--- config.mk ---
export PLATFORM = sky130hd
export DESIGN_NAME = nibble_serial_adder
export DESIGN_NICKNAME = d
export VERILOG_FILES = /design/src/rtl/nibble_add_pkg.sv /design/src/rtl/ripple_carry_adder.sv /design/src/rtl/nibble_serial_adder.sv
export SDC_FILE = /design/constraint.sdc
export NUM_CORES = 1
export LEC_CHECK = 0
export CELL_PAD_IN_SITES_DETAIL_PLACEMENT = 2
export CELL_PAD_IN_SITES_GLOBAL_PLACEMENT = 2
export CORE_AREA = 2 2 91 93
export CTS_CLUSTER_DIAMETER = 50
export DETAILED_ROUTE_END_ITERATION = 12
export DIE_AREA = 0 0 93 95
export HOLD_SLACK_MARGIN = 0.06
export PLACE_DENSITY_LB_ADDON = 0.1
export SYNTH_ARGS = -nofsm -noshare
export SYNTH_HDL_FRONTEND = slang
export SYNTH_SLANG_ARGS = --single-unit
--- constraint.sdc ---
create_clock -name clk -period 2.7 [get_ports clk]
set_input_delay 0.405 -clock clk [delete_from_list [all_inputs] [get_ports clk]]
set_output_delay 0.405 -clock clk [all_outputs]
set_load 0.01 [all_outputs]
--- src/rtl/nibble_add_pkg.sv ---
// Shared definitions for the nibble-serial adder: nibble width and FSM states.
package nibble_add_pkg;

  localparam int NIBBLE_W = 4;

  typedef enum logic [1:0] {
    IDLE = 2'd0,
    ADD  = 2'd1,
    DONE = 2'd2
  } nsa_state_t;

endpackage

--- src/rtl/ripple_carry_adder.sv ---
// 4-bit ripple-carry adder, purely combinational.
module ripple_carry_adder (
  input  logic [3:0] a,
  input  logic [3:0] b,
  input  logic       cin,
  output logic [3:0] s,
  output logic       cout
);

  logic [4:0] c;

  always_comb begin
    c[0] = cin;
    for (int i = 0; i < 4; i++) begin
      s[i]     = a[i] ^ b[i] ^ c[i];
      c[i + 1] = (a[i] & b[i]) | (c[i] & (a[i] ^ b[i]));
    end
    cout = c[4];
  end

endmodule

--- src/rtl/nibble_serial_adder.sv ---
// WIDTH-bit adder that reuses one 4-bit ripple-carry adder, one nibble per clock,
// LSB nibble first, with the carry chained through a register.
module nibble_serial_adder
  import nibble_add_pkg::*;
#(
  parameter int WIDTH   = 16,
  parameter int NIBBLES = WIDTH / NIBBLE_W
) (
  input  logic             clk,
  input  logic             rst,
  input  logic             start,
  input  logic [WIDTH-1:0] a,
  input  logic [WIDTH-1:0] b,
  input  logic             cin,
  output logic             busy,
  output logic             done,
  output logic [WIDTH-1:0] sum,
  output logic             cout,
  output logic             ovf
);

  localparam int IDX_W = (NIBBLES > 1) ? $clog2(NIBBLES) : 1;
  localparam logic [IDX_W-1:0] LAST_IDX = IDX_W'(NIBBLES - 1);

  nsa_state_t        state;
  logic [WIDTH-1:0]  opa;
  logic [WIDTH-1:0]  opb;
  logic              carry;
  logic              sign_a;
  logic              sign_b;
  logic [IDX_W-1:0]  idx;
  logic [3:0]        nib_s;
  logic              nib_cout;
  logic [WIDTH+3:0]  sum_cat;
  logic [WIDTH-1:0]  sum_next;
  logic              accept;

  assign accept = (state == IDLE) && start;

  ripple_carry_adder u_rca (
    .a    (opa[3:0]),
    .b    (opb[3:0]),
    .cin  (carry),
    .s    (nib_s),
    .cout (nib_cout)
  );

  // Written as a wide concat so the shift stays legal when WIDTH == 4.
  assign sum_cat  = {nib_s, sum};
  assign sum_next = sum_cat[WIDTH+3:4];

  // Operand shift registers carry data only and need no reset.
  always_ff @(posedge clk) begin
    if (accept) begin
      opa    <= a;
      opb    <= b;
      sign_a <= a[WIDTH-1];
      sign_b <= b[WIDTH-1];
    end else if (state == ADD) begin
      opa <= opa >> NIBBLE_W;
      opb <= opb >> NIBBLE_W;
    end
  end

  always_ff @(posedge clk) begin
    if (rst) begin
      state <= IDLE;
      busy  <= 1'b0;
      done  <= 1'b0;
      sum   <= '0;
      cout  <= 1'b0;
      ovf   <= 1'b0;
      carry <= 1'b0;
      idx   <= '0;
    end else begin
      case (state)
        IDLE: begin
          done <= 1'b0;
          if (start) begin
            carry <= cin;
            idx   <= '0;
            busy  <= 1'b1;
            state <= ADD;
          end
        end
        ADD: begin
          sum   <= sum_next;
          carry <= nib_cout;
          idx   <= idx + 1'b1;
          if (idx == LAST_IDX) begin
            // Result flags are taken from the final nibble as it lands.
            cout  <= nib_cout;
            ovf   <= (sign_a == sign_b) && (nib_s[3] != sign_a);
            busy  <= 1'b0;
            done  <= 1'b1;
            state <= DONE;
          end
        end
        DONE: begin
          done  <= 1'b0;
          state <= IDLE;
        end
        default: begin
          busy  <= 1'b0;
          done  <= 1'b0;
          state <= IDLE;
        end
      endcase
    end
  end

endmodule

==> impl_results.rst, run 1 <==
.. list-table::
   :header-rows: 1

   * - Metric
     - Value
   * - Data required time at the worst endpoint
     - 2.95 ns
   * - Terminus of the critical flop-to-flop path
     - ovf
   * - Critical path arrival
     - around 2.8 ns
   * - Area of the core
     - ~7900 um^2
   * - Sequential fraction of design power
     - around 47%
   * - Share of total power in the clock network
     - 39.0%
   * - Cell type contributing the most total cell area after synthesis
     - edfxtp_1
   * - Setup slack of the most critical reg-to-reg path
     - ~0.13 ns
   * - PnR worst setup slack
     - roughly 0.13 ns
   * - Top library cells by usage in the layout, fill and taps aside
     - 55 x clkdlybuf4s50_1, 34 x edfxtp_1, 29 x nand2_1
   * - Post-synthesis async set-or-reset flop share
     - 0%
   * - Maximum number of pins on one net before global-route repair
     - 33
   * - Most used DFF post-synth
     - edfxtp_1
   * - Synthesized area per cell
     - roughly 13 um^2
   * - Power per unit of standard cell area
     - 673.9 nW/um^2
   * - Switching portion of total power
     - 23.64%
   * - Net count of the mapped netlist
     - 234
   * - Hold Path Class
     - flip-flop to flip-flop
   * - Family with the most delay on the worst path
     - adder cells
   * - Total number of yosys warnings
     - 0
   * - Xor and xnor area share after synthesis
     - 0%
   * - Count of port buffers added during placement
     - 55
   * - Area of the die
     - ~8800 um^2
   * - Min cycle time layout
     - 2.573 ns
   * - Biggest fanout along the worst timing path
     - 3
   * - Row cnt
     - 33
   * - Detailed Place HPWL
     - around 3800 um
   * - Compound-gate portion of the synthesized area
     - 6.927%
   * - Cell count after placement
     - 344
   * - Net switching power of the design
     - around 0.54 mW
   * - Number of nets with antenna violations after detailed routing
     - 0
   * - Avg Vias per Cell
     - 4.476
   * - Sequential cell area fraction in the yosys report
     - between 60% and 70%
   * - Final sum of negative setup slack
     - 0 ns
   * - Run status
     - complete, no violations
   * - Max Fclk
     - a little under 0.4 GHz
   * - Start point of the worst min-delay path
     - sum[2]
   * - Buffers & Inverters on Critical Path
     - 3
   * - Delay of the slowest cell on the worst path
     - 0.45 ns
   * - Max-capacitance violation count
     - 0
   * - Slew @ Worst Pin
     - ~0.64 ns
   * - Final Max Tran Viols
     - 0
   * - Initial core utilization
     - a little under a third
   * - Sinks on Clock Net
     - approximately 60
   * - Mux cell area share after synthesis
     - 13.90%
   * - Leakage power figure
     - between 1 and 1.5 nW
   * - Cell type with the highest occurrence count on the critical path
     - fa_1
   * - Bufs on Longest Clock Path
     - 2
   * - Total number of vias
     - about 1600
   * - Critical path capture point type
     - flip-flop
   * - Synthesis-stage register bit count
     - ~60
   * - Final hold slack
     - 0.4620 ns
   * - Yosys top cell area share
     - between 40 and 50%
   * - Largest family of logic cells by synthesized area
     - multiplexers
   * - Worst VDD drop
     - approximately 0.00027 V
   * - Post-route DRC
     - 0
   * - Total number of H-tree levels
     - 3
   * - Crit path launch type
     - flip-flop
   * - Worst Reg2Reg Path Length in Cells
     - 9
   * - Gate count after technology mapping
     - between 150 and 200
   * - Count of inserted antenna diode cells
     - 0
   * - Number of detailed-route iterations in the first pass
     - 4
   * - TritonCTS clock tree
     - done
   * - Finished Layout Cells
     - ~360
   * - Critical Path, Cell by Cell
     - fa_2 -> inv_1 -> fa_1 -> inv_1 -> fa_1 -> inv_2 -> fa_1 -> o311a_1 -> a211oi_2
   * - Total setup violations reported at the end of the flow
     - 0
   * - Clock network latency to the later pin of the worst-skew pair
     - 0.34 ns
   * - DRT Wirelength
     - 5650 um
   * - Cell depth of the worst setup path
     - 9
   * - Area growth syn-to-layout
     - 33.35%
   * - Fin nets
     - between 200 and 300
   * - Top-level I/O count
     - 56
   * - Startpoint of the worst-slack reg-to-reg timing path
     - opa[0]
   * - Cell Area, Synth
     - about 2500 um^2
   * - Fin Clk Skew
     - roughly 0.0060 ns
   * - Number of hold violations in the final report
     - 0
   * - Share of post-route cells with drive strength above 1
     - 19.53%
   * - Setup crit end
     - ovf
   * - RSZ-0062 raised after global routing
     - false
   * - Internal power summed over all cells
     - between 1.5 and 2 mW
   * - Share of power burned in combinational logic
     - a little over an eighth
   * - CTS Hold Bufs
     - 0
   * - Simple-gate area share of the yosys netlist
     - approximately 10%
   * - Final worst path period share
     - between 90% and 100%
   * - All-layer global routing usage
     - about 14%
   * - CP Launch Point
     - opa[0]
   * - Gpl congestion
     - ~0.66
   * - Count of flip-flops with a built-in enable after synthesis
     - 34
   * - Remaining max-slew budget at the tightest pin
     - 57.02%
   * - Distinct cell type count after synthesis
     - 32
   * - Number of global-route vias before repair
     - 1729
   * - DR WL/cell
     - about 16 um
   * - Leading cell type in the layout, fill and taps excluded
     - clkdlybuf4s50_1
   * - Global-route wire length before repair
     - just over 9000 um
   * - Width of the die
     - between 90 and 100 um
   * - Cell types occupying the most area after synthesis
     - edfxtp_1 40%, dfxtp_1 20%, mux2_4 11%, nand2_1 4.3%, a21oi_1 3.6%
   * - Place WS
     - slightly below 0.1 ns
   * - Chip Height
     - around 95 um
   * - Start-to-end type of the worst setup path
     - flip-flop to flip-flop
   * - Count of routing violations after the opening detailed-route iteration
     - 49
   * - Overall overflow remaining after global route
     - 0
   * - Total CTS buffers
     - 9
   * - Antenna violations before repair
     - 0
   * - Clock Pin Slew Worst Setup and Hold Paths
     - about 0.07 ns
   * - Root Driver
     - clkbuf_8
   * - Synth Area in Adders
     - 3.662%
   * - Critical-path top delay cell
     - fa_1
cells in the mapped netlist, drive strengths merged (2+ instances only):
cell type	n
buf	8
clkbuf	5
nand2b	2
nor2b	2
nor2	6
nand2	30
and3	8
inv	11
a21oi	18
a211oi	4
fa	4
mux2	24
dfxtp	25
edfxtp	34
sequential cells by signal (all words and copies together), names as in the netlist, 2 cells and up:
name and flops:
sum 16, opa 16, state 2, opb 16
idx 2
through the flow:
stage               total power [mW]  util, %  area (um^2)
floorplan                      1.272        -         2529
global placement               1.391    39.71         3148
detailed placement             1.401    39.71         3148
CTS                            2.295    42.35         3357
global route                   2.385    42.53         3372
finish                         2.272    42.53         3372
layer usage:
metal  track usage, %  up-vias  wire length (um)
met5                0        -                 0
li1                 -      790                 -
met4            5.147        0                51
met3            4.789        6               243
met2            23.31       34              2872
met1            17.44      786              2483
what timing repair did:
item / 4_1_cts / 5_1_grt
gates resized for setup: 0 / 3
endpoints found under the setup margin: 0 / 1
setup buffers: 0 / 1
tightest hold or removal path, stage by stage, from the launching register on:
cell and delay [ns]:
dfxtp_1 0.31, nand2_1 0.05, a21oi_1 0.06
power groups by stage:
stage	registers [mW]	logic, mW	clock network (mW)
5_1_grt	1.08	0.344	0.956
2_1_floorplan	1.09	0.183	0
3_3_place_gp	1.09	0.299	0
6_report	1.08	0.310	0.887
4_1_cts	1.08	0.309	0.909
3_5_place_dp	1.10	0.304	0
logic make-up after synthesis:
kind of cell | count (synthesis)
DFF | 59
adders and majority gates | 5
and+or+nand+nor | 51
buffers and inverters | 24
muxes | 25
AOI/OAI and AO/OA | 29
worst min path at each step:
stage | end | slack (ns) | depth (start not counted)
after floorplan | sum[0] | 0.48 | 2
after global placement | sum[2] | 0.44 | 2
after detailed placement | sum[3] | 0.45 | 2
after CTS | sum[3] | 0.46 | 2
after global routing | sum[1] | 0.50 | 2
final | sum[2] | 0.46 | 2
area by class of cell:
cell class | count | area [um^2]
Tap cell | 105 | 131.4
Clock buffer | 11 | 131.4
Timing Repair Buffer | 60 | 588.1
Inverter | 11 | 46.29
Sequential cell | 59 | 1521
Multi-Input combinational cell | 110 | 875.8
Fill cell | 845 | 4556
Clock inverter | 5 | 77.57
(Power assumes the default switching activity.)
==> run 2: changes to the inputs <==
--- a/config.mk
+++ b/config.mk
@@ -13,6 +13,7 @@
 export DIE_AREA = 0 0 93 95
 export HOLD_SLACK_MARGIN = 0.06
 export PLACE_DENSITY_LB_ADDON = 0.1
+export SLEW_MARGIN = 20
 export SYNTH_ARGS = -nofsm -noshare
 export SYNTH_HDL_FRONTEND = slang
 export SYNTH_SLANG_ARGS = --single-unit
==> results of run 2 <==
No change in the layout: final DEF, timing and power equal those of run 1.
==> run 3: changes to the inputs <==
--- a/config.mk
+++ b/config.mk
@@ -13,6 +13,7 @@
 export DIE_AREA = 0 0 93 95
 export HOLD_SLACK_MARGIN = 0.06
 export PLACE_DENSITY_LB_ADDON = 0.1
+export SKIP_LAST_GASP = 1
 export SLEW_MARGIN = 20
 export SYNTH_ARGS = -nofsm -noshare
 export SYNTH_HDL_FRONTEND = slang
==> results of run 3 <==
No change in the layout: final DEF, timing and power equal those of run 1.
